$ cat src/rtl/hud_pkg.sv
// Shared types, seven-segment codes and digit encoder for the score HUD.
package hud_pkg;

    localparam int unsigned BIN_W  = 16;
    localparam int unsigned DIGITS = 5;
    localparam int unsigned BCD_W  = 4 * DIGITS;
    localparam int unsigned SEG_W  = 7;

    typedef enum logic [1:0] {
        ST_IDLE,
        ST_SHIFT,
        ST_DONE
    } conv_state_t;

    // Active-low segments, bit6=g ... bit0=a
    localparam logic [SEG_W-1:0] SEG_0     = 7'b1000000;
    localparam logic [SEG_W-1:0] SEG_1     = 7'b1111001;
    localparam logic [SEG_W-1:0] SEG_2     = 7'b0100100;
    localparam logic [SEG_W-1:0] SEG_3     = 7'b0110000;
    localparam logic [SEG_W-1:0] SEG_4     = 7'b0011001;
    localparam logic [SEG_W-1:0] SEG_5     = 7'b0010010;
    localparam logic [SEG_W-1:0] SEG_6     = 7'b0000010;
    localparam logic [SEG_W-1:0] SEG_7     = 7'b1111000;
    localparam logic [SEG_W-1:0] SEG_8     = 7'b0000000;
    localparam logic [SEG_W-1:0] SEG_9     = 7'b0010000;
    localparam logic [SEG_W-1:0] SEG_H     = 7'b0001001;
    localparam logic [SEG_W-1:0] SEG_BLANK = 7'b1111111;

    function automatic logic [SEG_W-1:0] seg7(input logic [3:0] d);
        case (d)
            4'd0:    return SEG_0;
            4'd1:    return SEG_1;
            4'd2:    return SEG_2;
            4'd3:    return SEG_3;
            4'd4:    return SEG_4;
            4'd5:    return SEG_5;
            4'd6:    return SEG_6;
            4'd7:    return SEG_7;
            4'd8:    return SEG_8;
            4'd9:    return SEG_9;
            default: return SEG_BLANK;
        endcase
    endfunction

endpackage

$ cat src/rtl/bin2bcd_seq.sv
// Iterative shift-add-3 converter: 16-bit binary to five BCD digits in 16 steps.
module bin2bcd_seq
    import hud_pkg::*;
(
    input  logic             clk,
    input  logic             reset,
    input  logic             start,
    input  logic [BIN_W-1:0] bin,
    output logic [BCD_W-1:0] bcd,
    output logic             done,
    output logic             busy
);

    conv_state_t              state_q;
    logic [BIN_W-1:0]         bin_q;
    logic [BCD_W-1:0]         bcd_q;
    logic [3:0]               step_q;
    logic                     busy_q;
    logic                     done_q;
    logic [BCD_W-1:0]         bcd_adj;
    logic [BCD_W+BIN_W-1:0]   shifted;

    // Correct every nibble that would overflow past 9 after the next doubling
    always_comb begin
        bcd_adj = bcd_q;
        for (int i = 0; i < int'(DIGITS); i++) begin
            if (bcd_q[4*i +: 4] >= 4'd5) begin
                bcd_adj[4*i +: 4] = bcd_q[4*i +: 4] + 4'd3;
            end
        end
        shifted = {bcd_adj, bin_q} << 1;
    end

    always_ff @(posedge clk) begin
        if (reset) begin
            state_q <= ST_IDLE;
            bin_q   <= '0;
            bcd_q   <= '0;
            step_q  <= '0;
            busy_q  <= 1'b0;
            done_q  <= 1'b0;
        end else begin
            done_q <= 1'b0;
            case (state_q)
                ST_IDLE: begin
                    if (start) begin
                        bin_q   <= bin;
                        bcd_q   <= '0;
                        step_q  <= '0;
                        busy_q  <= 1'b1;
                        state_q <= ST_SHIFT;
                    end
                end
                ST_SHIFT: begin
                    {bcd_q, bin_q} <= shifted;
                    step_q         <= step_q + 4'd1;
                    if (step_q == 4'd15) begin
                        done_q  <= 1'b1;
                        state_q <= ST_DONE;
                    end
                end
                ST_DONE: begin
                    busy_q  <= 1'b0;
                    state_q <= ST_IDLE;
                end
                default: begin
                    busy_q  <= 1'b0;
                    state_q <= ST_IDLE;
                end
            endcase
        end
    end

    assign bcd  = bcd_q;
    assign done = done_q;
    assign busy = busy_q;

endmodule

$ cat src/rtl/score_hud.sv
// Seven-segment score HUD: BCD conversion trigger, blanking, high score and
// score/high-score alternation while the game is over.
module score_hud
    import hud_pkg::*;
#(
    parameter int unsigned TOGGLE_CYCLES = 50_000_000
) (
    input  logic             clk,
    input  logic             reset,
    input  logic [BIN_W-1:0] score,
    input  logic [2:0]       lives,
    input  logic             game_over,
    output logic [SEG_W-1:0] hex0,
    output logic [SEG_W-1:0] hex1,
    output logic [SEG_W-1:0] hex2,
    output logic [SEG_W-1:0] hex3,
    output logic [SEG_W-1:0] hex4,
    output logic [SEG_W-1:0] hex5,
    output logic [BIN_W-1:0] high_score,
    output logic             new_record,
    output logic             busy
);

    localparam int unsigned CNT_W = (TOGGLE_CYCLES > 1) ? $clog2(TOGGLE_CYCLES) : 1;
    localparam logic [CNT_W-1:0] CNT_LAST = CNT_W'(TOGGLE_CYCLES - 1);

    logic [BIN_W-1:0] last_conv_q;
    logic [BIN_W-1:0] high_score_q;
    logic             new_record_q;
    logic             show_high_q;
    logic             game_over_q;
    logic [CNT_W-1:0] tcnt_q;
    logic [SEG_W-1:0] hex_q [DIGITS];
    logic [SEG_W-1:0] hex5_q;

    logic [SEG_W-1:0] hex_d [DIGITS];
    logic [SEG_W-1:0] hex5_d;
    logic [3:0]       digit [DIGITS];
    logic             lit;
    logic [BIN_W-1:0] src_c;
    logic             start_c;
    logic             conv_busy;
    logic             conv_done;
    logic [BCD_W-1:0] conv_bcd;
    logic             rise_c;

    assign src_c   = show_high_q ? high_score_q : score;
    assign start_c = !conv_busy && (src_c != last_conv_q);
    assign rise_c  = game_over && !game_over_q;

    bin2bcd_seq u_conv (
        .clk   (clk),
        .reset (reset),
        .start (start_c),
        .bin   (src_c),
        .bcd   (conv_bcd),
        .done  (conv_done),
        .busy  (conv_busy)
    );

    // Blank every digit above the most significant nonzero one; units always lit
    always_comb begin
        for (int i = 0; i < int'(DIGITS); i++) begin
            digit[i] = conv_bcd[4*i +: 4];
        end
        hex_d[0] = seg7(digit[0]);
        lit      = 1'b0;
        for (int i = int'(DIGITS) - 1; i >= 1; i--) begin
            lit      = lit || (digit[i] != 4'd0);
            hex_d[i] = lit ? seg7(digit[i]) : SEG_BLANK;
        end
        hex5_d = show_high_q ? SEG_H : seg7({1'b0, lives});
    end

    always_ff @(posedge clk) begin
        if (reset) begin
            last_conv_q  <= '0;
            high_score_q <= '0;
            new_record_q <= 1'b0;
            show_high_q  <= 1'b0;
            game_over_q  <= 1'b0;
            tcnt_q       <= '0;
            hex5_q       <= SEG_BLANK;
            hex_q[0]     <= SEG_0;
            for (int i = 1; i < int'(DIGITS); i++) begin
                hex_q[i] <= SEG_BLANK;
            end
        end else begin
            game_over_q <= game_over;
            hex5_q      <= hex5_d;

            if (start_c) begin
                last_conv_q <= src_c;
            end
            if (conv_done) begin
                for (int i = 0; i < int'(DIGITS); i++) begin
                    hex_q[i] <= hex_d[i];
                end
            end

            if (rise_c && (score > high_score_q)) begin
                high_score_q <= score;
                new_record_q <= 1'b1;
            end else if (!game_over && game_over_q) begin
                new_record_q <= 1'b0;
            end

            // Alternation restarts from the live score at every game-over entry
            if (!game_over || rise_c) begin
                tcnt_q      <= '0;
                show_high_q <= 1'b0;
            end else if (tcnt_q == CNT_LAST) begin
                tcnt_q      <= '0;
                show_high_q <= !show_high_q;
            end else begin
                tcnt_q <= tcnt_q + CNT_W'(1);
            end
        end
    end

    assign hex0       = hex_q[0];
    assign hex1       = hex_q[1];
    assign hex2       = hex_q[2];
    assign hex3       = hex_q[3];
    assign hex4       = hex_q[4];
    assign hex5       = hex5_q;
    assign high_score = high_score_q;
    assign new_record = new_record_q;
    assign busy       = conv_busy;

endmodule

$ cat config.mk
export PLATFORM = sky130hd
export DESIGN_NAME = score_hud
export DESIGN_NICKNAME = d
export VERILOG_FILES = /design/src/rtl/hud_pkg.sv /design/src/rtl/bin2bcd_seq.sv /design/src/rtl/score_hud.sv
export SDC_FILE = /design/constraint.sdc
export NUM_CORES = 1
export LEC_CHECK = 0
export BUFFER_PORTS_ARGS = -buffer_cell sky130_fd_sc_hd__buf_2
export CORE_UTILIZATION = 60
export DETAILED_ROUTE_END_ITERATION = 16
export GPL_ROUTABILITY_DRIVEN = 0
export PLACE_DENSITY = 0.77
export SLEW_MARGIN = 20
export SYNTH_ARGS = -nofsm -noshare
export SYNTH_HDL_FRONTEND = slang
export SYNTH_SLANG_ARGS = --single-unit
export TNS_END_PERCENT = 5
$ cat constraint.sdc
create_clock -name clk -period 6.7 [get_ports clk]
set_input_delay 0.67 -clock clk [delete_from_list [all_inputs] [get_ports clk]]
set_output_delay 0.67 -clock clk [all_outputs]
set_load 0.01 [all_outputs]
Yosys cells after proc, flatten, opt, wreduce, memory -nomap -nowiden. Memories as Yosys holds them, arrays and structs flattened. A register that Yosys moved wholly into a read port is not among the register bits. Cells that the tools add are included.

Bits in registers: 112. Bits in writable memories: 35. Bits in read-only memories: 616. Input bits: 22. Output and inout bits: 60. Memories: 7.

$add $sub $neg: 7. $lt $le $gt $ge: 6. Equality and inequality tests: 6. Multiplexer cells: 45. Bitwise logic cells: 6. Reductions and logical operators: 26.

Memory list: (name not given) (depth 16, width 7, rd ports 1, clocked after memory_dff 1, wr ports 0, line hud_pkg.sv:30) `case (d)`; (name not given) (depth 16, width 7, rd ports 1, clocked after memory_dff 1, wr ports 0, line hud_pkg.sv:30); (name not given) (depth 16, width 7, rd ports 1, clocked after memory_dff 1, wr ports 0, line hud_pkg.sv:30); (name not given) (depth 16, width 7, rd ports 1, clocked after memory_dff 1, wr ports 0, line hud_pkg.sv:30); (name not given) (depth 16, width 7, rd ports 1, clocked after memory_dff 1, wr ports 0, line hud_pkg.sv:30); (name not given) (depth 8, width 7, rd ports 1, clocked after memory_dff 0, wr ports 0, line hud_pkg.sv:30); 1 more memories.

Operators with widths (number): 7-bit 2-to-1 mux (10); 4-bit 2-to-1 mux (15); 20-bit one-hot mux with 2 select lines (1); 16-bit 2-to-1 mux (2); 16-bit one-hot mux with 2 select lines (1); 26-bit by 1-bit adder with 26-bit output (second input constant) (1); 26-bit == test (second input constant) (1); 4-bit by 3-bit greater-or-equal comparator with 1-bit output (second input constant) (5); 20-bit 2-to-1 mux (1); 4-bit by 2-bit adder with 4-bit output (second input constant) (4); 16-bit greater-than comparator (1); 16-bit != test (1); 4-bit nonzero test (4); 1-bit 2-to-1 mux (9); 4-bit one-hot mux with 2 select lines (1); 2-bit AND reduction (3); 2-bit OR reduction (3); 1-bit bitwise OR (5); 4-bit by 1-bit adder with 4-bit output (second input constant) (1); 4-bit == test (second input constant) (1); 1-bit logical AND (4); 1-bit zero test (4); 1-bit logical OR (4); 2-bit 2-to-1 mux (2); 11 further kinds (12).

Logic depth before layout (Yosys ltp). Gate-level depths: netlist (run 1).

Depth in word-level cells: 7. Gate-level depth with buffers: 16. Depth with buffers taken out: 12.

Cells and area by module. From an unflattened synthesis (run 1), not the netlist that was laid out.

Cell total of the unflattened synthesis: 880. Area, all modules: 8044.0 µm².

Modules (own cells, without submodules): score_hud (times used 1, cells each 613, area each 5726.7 µm²); bin2bcd_seq (times used 1, cells each 267, area each 2317.2 µm²).

Least setup slack after synthesis (run 1). No wires, ideal clock.

Path type: input -> register. From: input score[11]. To: register (tool-made name). Setup time: 0.070 ns. Arrival time: 3.088 ns. Data required time: 6.630 ns. Path slack: 3.542 ns. Cell stages on the path: 12. Buffers on the path: 2. Cells stage by stage: mux2i_1 -> xnor2_1 -> nor4_1 -> and4_1 -> buf_4 -> nor3_2 -> clkbuf_1 -> or3_1 -> a21oi_1 -> ha_1 -> or3_1 -> a21oi_1.

RTL lines: start, declared (line score_hud.sv:10) `input logic [BIN_W-1:0] score,`.

==> metrics.md, run 1 <==
| Metric | Value |
|---|---|
| Status | `finished clean` |
| Register bit total from synthesis | `182` |
| Number of global-route vias before repair | `6227` |
| Uppermost routed layer | `met4` |
| Crit path launch type | `register` |
| Synthesis Warnings | `0` |
| Synthesized instance count | `954` |
| Post-route antenna net violation count | `0` |
| Crit-path max FO | `34` |
| Setup repair after global routing missed its margin | `no` |
| Most area-consuming cells after synthesis | `sky130_fd_sc_hd__dfxtp_1, sky130_fd_sc_hd__edfxtp_1, sky130_fd_sc_hd__ha_1` |
| Final HPWL DP | `12.7 mm` |
| Switching power | `583 µW` |
| Quantity of gates resized following cts | `0` |
| Total negative slack for setup checks | `0 ns` |
| Most common cell in the netlist | `sky130_fd_sc_hd__dfxtp_1` |
| Layout overhead on the synthesized area | `12.6%` |
| Number of hold violations in the final report | `0` |
| Length of routed met2 wiring | `8.77 mm` |
| Die area | `15200 µm²` |
| Number of antenna violations at the first check in global routing | `0` |
| Net count of the finished layout | `1101` |
| Cell leakage power | `3.83 nW` |
| Top cell type's share of synthesized area | `0.332` |
| Maximum clock frequency | `253 MHz` |
| Max-cap violations | `0` |
| Clock tree buffer depth | `2` |
| Required arrival time at the worst endpoint | `7.03 ns` |
| Number of placed I/O pins | `82` |
| Power Density | `240 nW/µm²` |
| Internal power | `1.81 mW` |
| Total grt overflow | `0` |
| Clk root buf | `sky130_fd_sc_hd__clkbuf_16` |
| Slew at the pin closest to its max-slew limit | `0.971 ns` |
| CTS Hold Bufs | `0` |
| H-tree levels | `4` |
| Worst-skew pair later-pin latency | `0.43 ns` |
| Main synth FF type | `sky130_fd_sc_hd__dfxtp_1` |
| Routed WL | `17.9 mm` |
| Number of cells in the design after placement | `1184` |
| Die Width | `123 µm` |
| Net count after synthesis | `1036` |
| Summed instance area of the synthesized netlist | `8850 µm²` |
| Final cell utilization of the core | `0.688` |
| Library cell with the largest summed area after synthesis | `sky130_fd_sc_hd__dfxtp_1` |
| Remaining max-slew budget at the tightest pin | `0.353` |
| Total number of vias | `6845` |
| Die Y | `123 µm` |
| Layout cells sized above 1 | `0.140` |
| Clock Sinks | `182` |
| Via density per instance | `5.63` |
| Effective utilization at floorplan | `0.612` |
| Final setup violation count | `0` |
| Number of buffers created by CTS | `17` |
| Routed len/inst | `14.7 µm` |
| Core box area | `14500 µm²` |
| Row count | `44` |
| Port-buffer cells | `81` |
| Count of TritonRoute iterations in the first routing pass | `5` |
| Fraction of power spent switching nets | `0.243` |
| Antenna diodes | `0` |
| Average cell area after synthesis | `9.28 µm²` |
| Critical path arrival | `4.28 ns` |
| Number of remaining DRC errors | `0` |
| CTS tree | `done` |
| Post-synthesis sequential area ratio | `0.451` |
| VDD IR-drop max | `0.000156 V` |
| Critical path capture point type | `register` |
| Clock power frac | `0.418` |
| Fin. max-slew vios | `0` |
| Setup skew after layout | `0.00787 ns` |
| Minimum period implied by the final worst setup slack | `3.95 ns` |
| Share of flip-flops with an asynchronous set or reset | `0` |
| Combinational share of power | `0.090` |
| Register share of total power | `0.492` |
| Critical setup path kind | `reg2reg` |
| All-Layer GR Usage | `0.245` |
| Post-CTS setup buffers | `0` |
| Global-route wire length before repair | `29.2 mm` |
| First DRT Iteration DRCs | `374` |
| Number of distinct library cells after synthesis | `54` |
| Number of enable flip-flop cells after synthesis | `35` |
| Share of the clock period used by the worst path after layout | `0.589` |
| Top cell types by occurrence after synthesis | `sky130_fd_sc_hd__dfxtp_1, sky130_fd_sc_hd__nor2_1, sky130_fd_sc_hd__nand2_1` |
| Hold_ws | `0.455 ns` |
| Clock transition at the register clock pins on the worst setup and hold paths after CTS | `0.06 ns` |
| Met3 wire length | `732 µm` |
| Final Instance Count excl. Fillers | `1216` |
| Largest net degree at the start of global routing | `43` |
| Path category of the worst min-delay check | `reg2reg` |
| Wire length on met1 | `8.17 mm` |
==> path summary, 6_finish.rpt <==
kind	startpoint	to	slack, ns	cells after the start
hold reg to reg	u_conv.bin_q[5]	u_conv.bin_q[6]	0.45	2
setup reg to reg	show_high_q	register	2.75	13
setup / recovery	show_high_q	register	2.75	13
hold / removal	u_conv.bin_q[5]	u_conv.bin_q[6]	0.45	2
==> logic make-up (layout without fill, tap and decap cells) <==
kind of cell | after synthesis | count (layout) | share of synthesized area
AND/OR/NAND/NOR | 330 | 330 | 0.180
buffers and inverters | 96 | 174 | 0.0439
AO/OA/AOI/OAI | 196 | 196 | 0.142
multiplexers | 44 | 44 | 0.0530
flip-flops | 182 | 182 | 0.451
adder cells (fa/ha/maj) | 60 | 60 | 0.0848
XOR/XNOR | 46 | 46 | 0.0455
==> metrics by stage <==
step                worst slack [ns]  total power, mW  instance area, µm²
CTS                             2.79             2.40                9970
global placement                2.98             1.41                9360
finish                          2.75             2.40                9970
floorplan                       3.54             1.35                8850
detailed placement              2.81             1.42                9370
global route                    2.49             2.48                9970
==> placed cells by master, fill, tap and decap left out, drive strengths merged, types with 13 or more instances in the layout <==
cell type	n
o211ai	20
nand2	77
nor3	13
mux2i	42
nand3	17
edfxtp	35
a211oi	22
o21ai	39
a31oi	13
dfxtp	147
clkbuf	22
a21oi	56
nor2	109
buf	87
or3	16
inv	57
or2	13
ha	60
xnor2	31
and3	13
nand2b	33
xor2	15
==> worst max-delay path, stage by stage (launching register included) <==
cell and delay [ns]:
sky130_fd_sc_hd__dfxtp_1 0.41, sky130_fd_sc_hd__buf_4 0.35, sky130_fd_sc_hd__mux2i_1 0.43, sky130_fd_sc_hd__xnor2_1 0.12, sky130_fd_sc_hd__nor4_1 0.27, sky130_fd_sc_hd__and4_1 0.55
sky130_fd_sc_hd__nor3_4 0.13, sky130_fd_sc_hd__buf_4 0.27, sky130_fd_sc_hd__or3_1 0.37, sky130_fd_sc_hd__a21oi_1 0.25, sky130_fd_sc_hd__inv_1 0.13, sky130_fd_sc_hd__ha_1 0.23
sky130_fd_sc_hd__a211o_1 0.25, sky130_fd_sc_hd__o311ai_0 0.08
==> final cells by class <==
cell class | count | area, µm²
clock buffers | 22 | 507
inverters | 55 | 206
clock inverters | 10 | 91.3
fillers | 1145 | 4510
well taps | 184 | 230
repair buffers | 87 | 450
multi-input cells | 676 | 4490
flip-flops and latches | 182 | 3990
==> power groups by stage <==
stage                     Clock [mW]  Combinational, mW  Sequential, mW
after floorplan                    0              0.152            1.20
after global placement             0              0.212            1.20
after detailed placement           0              0.216            1.20
after CTS                       1.01              0.217            1.18
after global routing            1.06              0.244            1.18
final                           1.00              0.217            1.18
==> routing by layer <==
metal,vias up,global-route usage
met5,-,0
met4,0,0.0776
met3,20,0.0475
met2,169,0.424
met1,3211,0.306
li1,3445,-
Power figures use the tool's default switching activity.
==> inputs of run 2 (changes only) <==
--- a/config.mk
+++ b/config.mk
@@ -6,10 +6,10 @@
 export NUM_CORES = 1
 export LEC_CHECK = 0
 export BUFFER_PORTS_ARGS = -buffer_cell sky130_fd_sc_hd__buf_2
-export CORE_UTILIZATION = 60
+export CORE_UTILIZATION = 54
 export DETAILED_ROUTE_END_ITERATION = 16
 export GPL_ROUTABILITY_DRIVEN = 0
-export PLACE_DENSITY = 0.77
+export PLACE_DENSITY = 0.73
 export SLEW_MARGIN = 20
 export SYNTH_ARGS = -nofsm -noshare
 export SYNTH_HDL_FRONTEND = slang
==> constraint.sdc (replaced) <==
create_clock -name clk -period 3.2 [get_ports clk]
set_input_delay 0.32 -clock clk [delete_from_list [all_inputs] [get_ports clk]]
set_output_delay 0.32 -clock clk [all_outputs]
set_load 0.01 [all_outputs]
==> run 2 against run 1 <==
Register-to-register slack got worse by 2.7 ns. Wire length increased by 0.21%. Die area increased by 11%. Total power increased by 110%. Sequential power increased by 110%. Clock skew increased by 0.0025 ns. First-iteration DRC count increased by 26%. Non-clock buffer count increased by 40. Fmax increased by 24%. Final cell count increased by 6.0%. Count of clock-buffer cells in the layout decreased by 4. Combinational power increased by 130%. Critical path type unchanged. Largest cell class unchanged. Highest routed layer unchanged.
==> metrics.md, run 2 (synthesis results as in run 1) <==
| Metric | Value |
|---|---|
| Status | `finished clean` |
| Length of routed met2 wiring | `8.61 mm` |
| Number of hold violations in the final report | `0` |
| Row count | `46` |
| Required arrival time at the worst endpoint | `3.52 ns` |
| Total number of vias | `6871` |
| Clock Sinks | `182` |
| Hold_ws | `0.141 ns` |
| Path depth of the worst reg2reg path | `13` |
| Total negative slack for setup checks | `0 ns` |
| Layout cells sized above 1 | `0.182` |
| Layout overhead on the synthesized area | `16.9%` |
| Minimum period implied by the final worst setup slack | `3.18 ns` |
| First DRT Iteration DRCs | `471` |
| Routed WL | `17.9 mm` |
| Core box area | `15900 µm²` |
| Clock tree buffer depth | `2` |
| Final cell utilization of the core | `0.649` |
| Slew at the pin closest to its max-slew limit | `0.787 ns` |
| Share of the clock period used by the worst path after layout | `0.995` |
| Start point of the critical path | `show_high_q` |
| Post-route cell area | `10300 µm²` |
| VDD IR-drop max | `0.000407 V` |
| Post-route antenna net violation count | `0` |
| Number of cells in the design after placement | `1256` |
| Critical path arrival | `3.51 ns` |
| Final HPWL DP | `12.8 mm` |
| Path category of the worst min-delay check | `in2reg` |
| Die Width | `130 µm` |
| Fin. max-slew vios | `0` |
| Setup skew after layout | `0.0104 ns` |
| Number of global-route vias before repair | `6366` |
| Power Density | `477 nW/µm²` |
| Reg-to-reg startpoint | `show_high_q` |
| Uppermost routed layer | `met4` |
| Die Y | `130 µm` |
| Final setup violation count | `0` |
| Number of antenna violations at the first check in global routing | `1` |
| Number of placed I/O pins | `82` |
| Global-route wire length before repair | `30.1 mm` |
| Count of TritonRoute iterations in the first routing pass | `4` |
| Hold-critical path depth | `2` |
| Port-buffer cells | `81` |
| Total grt overflow | `0` |
| Final Instance Count excl. Fillers | `1289` |
| Number of buffers created by CTS | `17` |
| Cell leakage power | `4.02 nW` |
| Highest-count cells in the layout ignoring fill and taps | `sky130_fd_sc_hd__dfxtp_1, sky130_fd_sc_hd__nor2_1, sky130_fd_sc_hd__buf_2, sky130_fd_sc_hd__nand2_1, sky130_fd_sc_hd__ha_1` |
| H-tree levels | `4` |
| Fill cells | `1308` |
| Clock transition at the register clock pins on the worst setup and hold paths after CTS | `0.07 ns` |
| Met3 wire length | `756 µm` |
| Effective utilization at floorplan | `0.555` |
| Crit path launch type | `register` |
| CTS Hold Bufs | `0` |
| Max-cap violations | `0` |
| All-Layer GR Usage | `0.227` |
| Area after detailed placement | `9730 µm²` |
| Most common library cell in the layout ignoring fill and taps | `sky130_fd_sc_hd__dfxtp_1` |
| Net count of the finished layout | `1141` |
| Crit-path max FO | `16` |
| Hold path start | `lives[2]` |
| Routed len/inst | `13.9 µm` |
| Number of remaining DRC errors | `0` |
| Worst-skew pair later-pin latency | `0.44 ns` |
| Clk root buf | `sky130_fd_sc_hd__clkbuf_16` |
| Critical path capture point type | `register` |
| Setup repair after global routing missed its margin | `yes` |
| Largest net degree at the start of global routing | `81` |
| Die area | `16900 µm²` |
| Maximum clock frequency | `314 MHz` |
| Via density per instance | `5.33` |
| Critical setup path kind | `reg2reg` |
| Remaining max-slew budget at the tightest pin | `0.475` |
| Post-CTS setup buffers | `0` |
| Wire length on met1 | `8.20 mm` |
| CTS tree | `done` |
## run 2: cell types whose count changed in the layout (fill, tap and decap cells not counted), sizes merged
cell,before,now
buf,87,127
diode,0,1
inv,57,59
clkinv,5,7
clkbuf,22,18
## run 2: worst paths after layout
kind | end | slack, ns
max | register | 0.02
min | hex5[2] | 0.14
max reg2reg | register | 0.02
min reg2reg | u_conv.bin_q[9] | 0.45
## run 2: routing by layer
metal	global-route usage	vias to the layer above
met3	0.0447	32
li1	-	3522
met5	0	-
met1	0.284	3147
met4	0.0869	0
met2	0.384	170
## run 2: worst max-delay path, cell delays in order, from the launching register on
cell	delay (ns)
sky130_fd_sc_hd__dfxtp_1	0.38
sky130_fd_sc_hd__buf_12	0.20
sky130_fd_sc_hd__mux2i_2	0.28
sky130_fd_sc_hd__xnor2_1	0.09
sky130_fd_sc_hd__nor4_1	0.32
sky130_fd_sc_hd__and4_2	0.32
sky130_fd_sc_hd__nor3_4	0.05
sky130_fd_sc_hd__buf_4	0.17
sky130_fd_sc_hd__or3_1	0.37
sky130_fd_sc_hd__a21oi_2	0.22
sky130_fd_sc_hd__inv_1	0.11
sky130_fd_sc_hd__ha_1	0.22
sky130_fd_sc_hd__a211o_1	0.26
sky130_fd_sc_hd__o311ai_0	0.09
## run 2: metrics by stage
stage               total power, mW  worst slack [ns]
floorplan                      2.83            0.0807
global placement               2.99            0.0474
detailed placement             3.00           -0.0828
CTS                            4.97           0.00339
global route                   5.14            -0.198
finish                         4.93            0.0168
## run 2: layout make-up
class | instances | area (µm²) | area share
clock inverter | 14 | 126 | 0.0122
tap | 216 | 270 | 0.0261
antenna | 1 | 2.50 | 0.000242
inverter | 55 | 206 | 0.0199
sequential | 182 | 3990 | 0.386
timing repair buffer | 127 | 776 | 0.0750
clock buffer | 18 | 429 | 0.0415
multi-input combinational | 676 | 4540 | 0.439
## run 2: timing repair
| item | in CTS | in global routing |
|---|---|---|
| pin swaps | 1 | 1 |
| gates resized for setup | 8 | 6 |
| setup endpoints to repair | 11 | 31 |
## run 2: report_power, final
part           switching, mW  total (mW)  internal, mW
logic                  0.287       0.493         0.206
clock network          0.898        1.98          1.08
registers             0.0544        2.47          2.41
total                   1.24        4.93          3.69
==> inputs of run 3 (changes only) <==
--- a/config.mk
+++ b/config.mk
@@ -5,11 +5,12 @@
 export SDC_FILE = /design/constraint.sdc
 export NUM_CORES = 1
 export LEC_CHECK = 0
-export BUFFER_PORTS_ARGS = -buffer_cell sky130_fd_sc_hd__buf_2
-export CORE_UTILIZATION = 54
+export CORE_UTILIZATION = 58
 export DETAILED_ROUTE_END_ITERATION = 16
+export DONT_BUFFER_PORTS = 1
 export GPL_ROUTABILITY_DRIVEN = 0
-export PLACE_DENSITY = 0.73
+export PLACE_DENSITY_LB_ADDON = 0.25
+export SETUP_SLACK_MARGIN = 0.1
 export SLEW_MARGIN = 20
 export SYNTH_ARGS = -nofsm -noshare
 export SYNTH_HDL_FRONTEND = slang
==> run 3 against run 2 <==
Wire length increased by 1.9%. Combinational power shrank 4.9%. Fmax rose by 2.7%. Final cell count decreased by 7.7%. The run now ends with DRC left. Non-clock buffer count fell by 66. Via count is 1.4% lower. Critical path type unchanged.
==> metrics.md, run 3 (synthesis results as in run 1) <==
| Metric | Value |
|---|---|
| Number of placed I/O pins | `82` |
| Path depth of the worst reg2reg path | `14` |
| Final cell utilization of the core | `0.697` |
| Final HPWL DP | `12.5 mm` |
| Share of the clock period used by the worst path after layout | `0.968` |
| Remaining max-slew budget at the tightest pin | `0.481` |
| Die area | `15800 µm²` |
| Total number of vias | `6774` |
| Final setup violation count | `0` |
| Critical-path top delay cell | `sky130_fd_sc_hd__or3_4` |
| Core box area | `14700 µm²` |
| Total power consumption of the routed design | `5.12 mW` |
| Antenna diodes | `0` |
| Highest-count cells in the layout ignoring fill and taps | `sky130_fd_sc_hd__dfxtp_1, sky130_fd_sc_hd__nor2_1, sky130_fd_sc_hd__nand2_1, sky130_fd_sc_hd__ha_1, sky130_fd_sc_hd__inv_1` |
| Setup skew after layout | `0.0114 ns` |
| Fill cells | `1112` |
| Number of antenna violations at the first check in global routing | `0` |
| Crit path launch type | `register` |
| Layout cells sized above 1 | `0.135` |
| Post-route worst setup slack | `0.101 ns` |
| Critical path arrival | `3.41 ns` |
| Maximum clock frequency | `323 MHz` |
| Number of remaining DRC errors | `6` |
| Number of hold violations in the final report | `0` |
| Die Width | `126 µm` |
| Max-cap violations | `0` |
| Slew at the pin closest to its max-slew limit | `0.779 ns` |
| Total grt overflow | `0` |
| Worst setup timing slack at the placement stage | `-0.0212 ns` |
| Required arrival time at the worst endpoint | `3.51 ns` |
| Via density per instance | `5.69` |
| Number of buffers created by CTS | `17` |
| Reg-to-reg startpoint | `show_high_q` |
| Routed WL | `18.3 mm` |
| Global-route wire length before repair | `29.7 mm` |
| All-Layer GR Usage | `0.236` |
| Critical path capture point type | `register` |
| Capture endpoint of the worst hold path | `hex5[6]` |
| Minimum period implied by the final worst setup slack | `3.10 ns` |
| Status | `finished, violations left` |
| Net count of the finished layout | `1075` |
| H-tree levels | `4` |
| Largest net degree at the start of global routing | `71` |
| Path category of the worst min-delay check | `in2reg` |
| Number of global-route vias before repair | `6408` |
| Layout overhead on the synthesized area | `15.8%` |
| Clock Sinks | `182` |
| Worst-skew pair later-pin latency | `0.44 ns` |
| Most common library cell in the layout ignoring fill and taps | `sky130_fd_sc_hd__dfxtp_1` |
| Fin. max-slew vios | `0` |
| Power Density | `499 nW/µm²` |
| Port-buffer cells | `0` |
| Effective utilization at floorplan | `0.602` |
| Hold path start | `lives[2]` |
| VDD IR-drop max | `0.000357 V` |
| Cell occurring most often along the worst timing path | `sky130_fd_sc_hd__buf_6` |
| Critical setup path kind | `reg2reg` |
| Crit-path max FO | `7` |
| Clk root buf | `sky130_fd_sc_hd__clkbuf_16` |
| Cell leakage power | `3.86 nW` |
| CTS tree | `done` |
| Cells along the critical path | `buf_12, mux2i_4, xnor2_1, nor4_1, and4_2, nor3_4, buf_6, or3_4, a21oi_4, buf_6, ha_4, o211ai_1, a22oi_1, o31ai_1` |
| Die Y | `126 µm` |
| End of the worst register-to-register path | `hex_d[32]` |
| Hold-critical path depth | `2` |
| Critical Path Max Stage Delay | `0.40 ns` |
| First DRT Iteration DRCs | `441` |
| Routed len/inst | `15.4 µm` |
| Count of TritonRoute iterations in the first routing pass | `11` |
| Setup repair after global routing missed its margin | `yes` |
| Clock tree buffer depth | `2` |
| Total negative slack for setup checks | `0 ns` |
| Worst R2R Setup Slack | `0.10 ns` |
| Clock transition at the register clock pins on the worst setup and hold paths after CTS | `0.06 ns` |
| Violated checks | `DRC` |
| Row count | `44` |
| Post-route antenna net violation count | `0` |
-- run 3: power by group --
group | total (mW) | internal [mW] | switching, mW
registers | 2.48 | 2.41 | 0.0668
logic | 0.469 | 0.205 | 0.264
clock network | 2.17 | 1.32 | 0.845
-- run 3: what timing repair did --
action | CTS | global route
cloned | 0 | 1
setup buffers | 0 | 8
setup endpoints to repair | 24 | 30
hold buffers | 3 | 0
gates resized for setup | 3 | 39
pin swaps | 0 | 16
endpoints found under the hold margin | 72 | 0
-- run 3: cell type report --
cell class / count / area [µm²] / share of cell area
inverters: 55 / 206 / 0.0201
well taps: 184 / 230 / 0.0225
repair buffers: 61 / 541 / 0.0527
clock buffers: 23 / 458 / 0.0447
clock inverters: 9 / 150 / 0.0146
flip-flops and latches: 182 / 4000 / 0.390
multi-input cells: 676 / 4670 / 0.455
-- run 3: worst max path at each step --
stage                      startpoint   endpoint  slack [ns]  depth (start not counted)
final                     show_high_q  hex_d[32]        0.10                         14
after global routing      show_high_q  hex_d[32]       -0.09                         14
after CTS                 show_high_q   register        0.03                         12
after detailed placement  show_high_q   register       -0.02                         12
after global placement    show_high_q   register        0.06                         12
after floorplan           show_high_q   register         0.1                         15
-- run 3: worst max-delay path: cells and delay by family (launching register included) --
| family | cells | cell delay, ns |
|---|---|---|
| simple gates | 4 | 1.09 |
| compound gates | 4 | 0.59 |
| buf+inv | 3 | 0.43 |
| flops | 1 | 0.38 |
| mux | 1 | 0.26 |
| fa+ha+maj | 1 | 0.12 |
| xor+xnor | 1 | 0.09 |
-- run 3: metal layers --
metal | part of all wire | up-vias | GRT usage
li1 | - | 3392 | -
met1 | 0.44 | 3169 | 0.281
met2 | 0.48 | 181 | 0.406
met3 | 0.051 | 32 | 0.0569
met4 | 0.021 | 0 | 0.0990
met5 | 0 | - | 0
-- run 3: through the flow --
| step | instance area, µm² | hold slack, ns | instances |
|---|---|---|---|
| after global routing | 10300 | 0.0213 | 1190 |
| after CTS | 9980 | 0.00395 | 1181 |
| final | 10300 | 0.0330 | 1190 |
| after detailed placement | 9310 | 0.399 | 1146 |
| after global placement | 9310 | 0.398 | 1146 |
| after floorplan | 8860 | 0.412 | 954 |
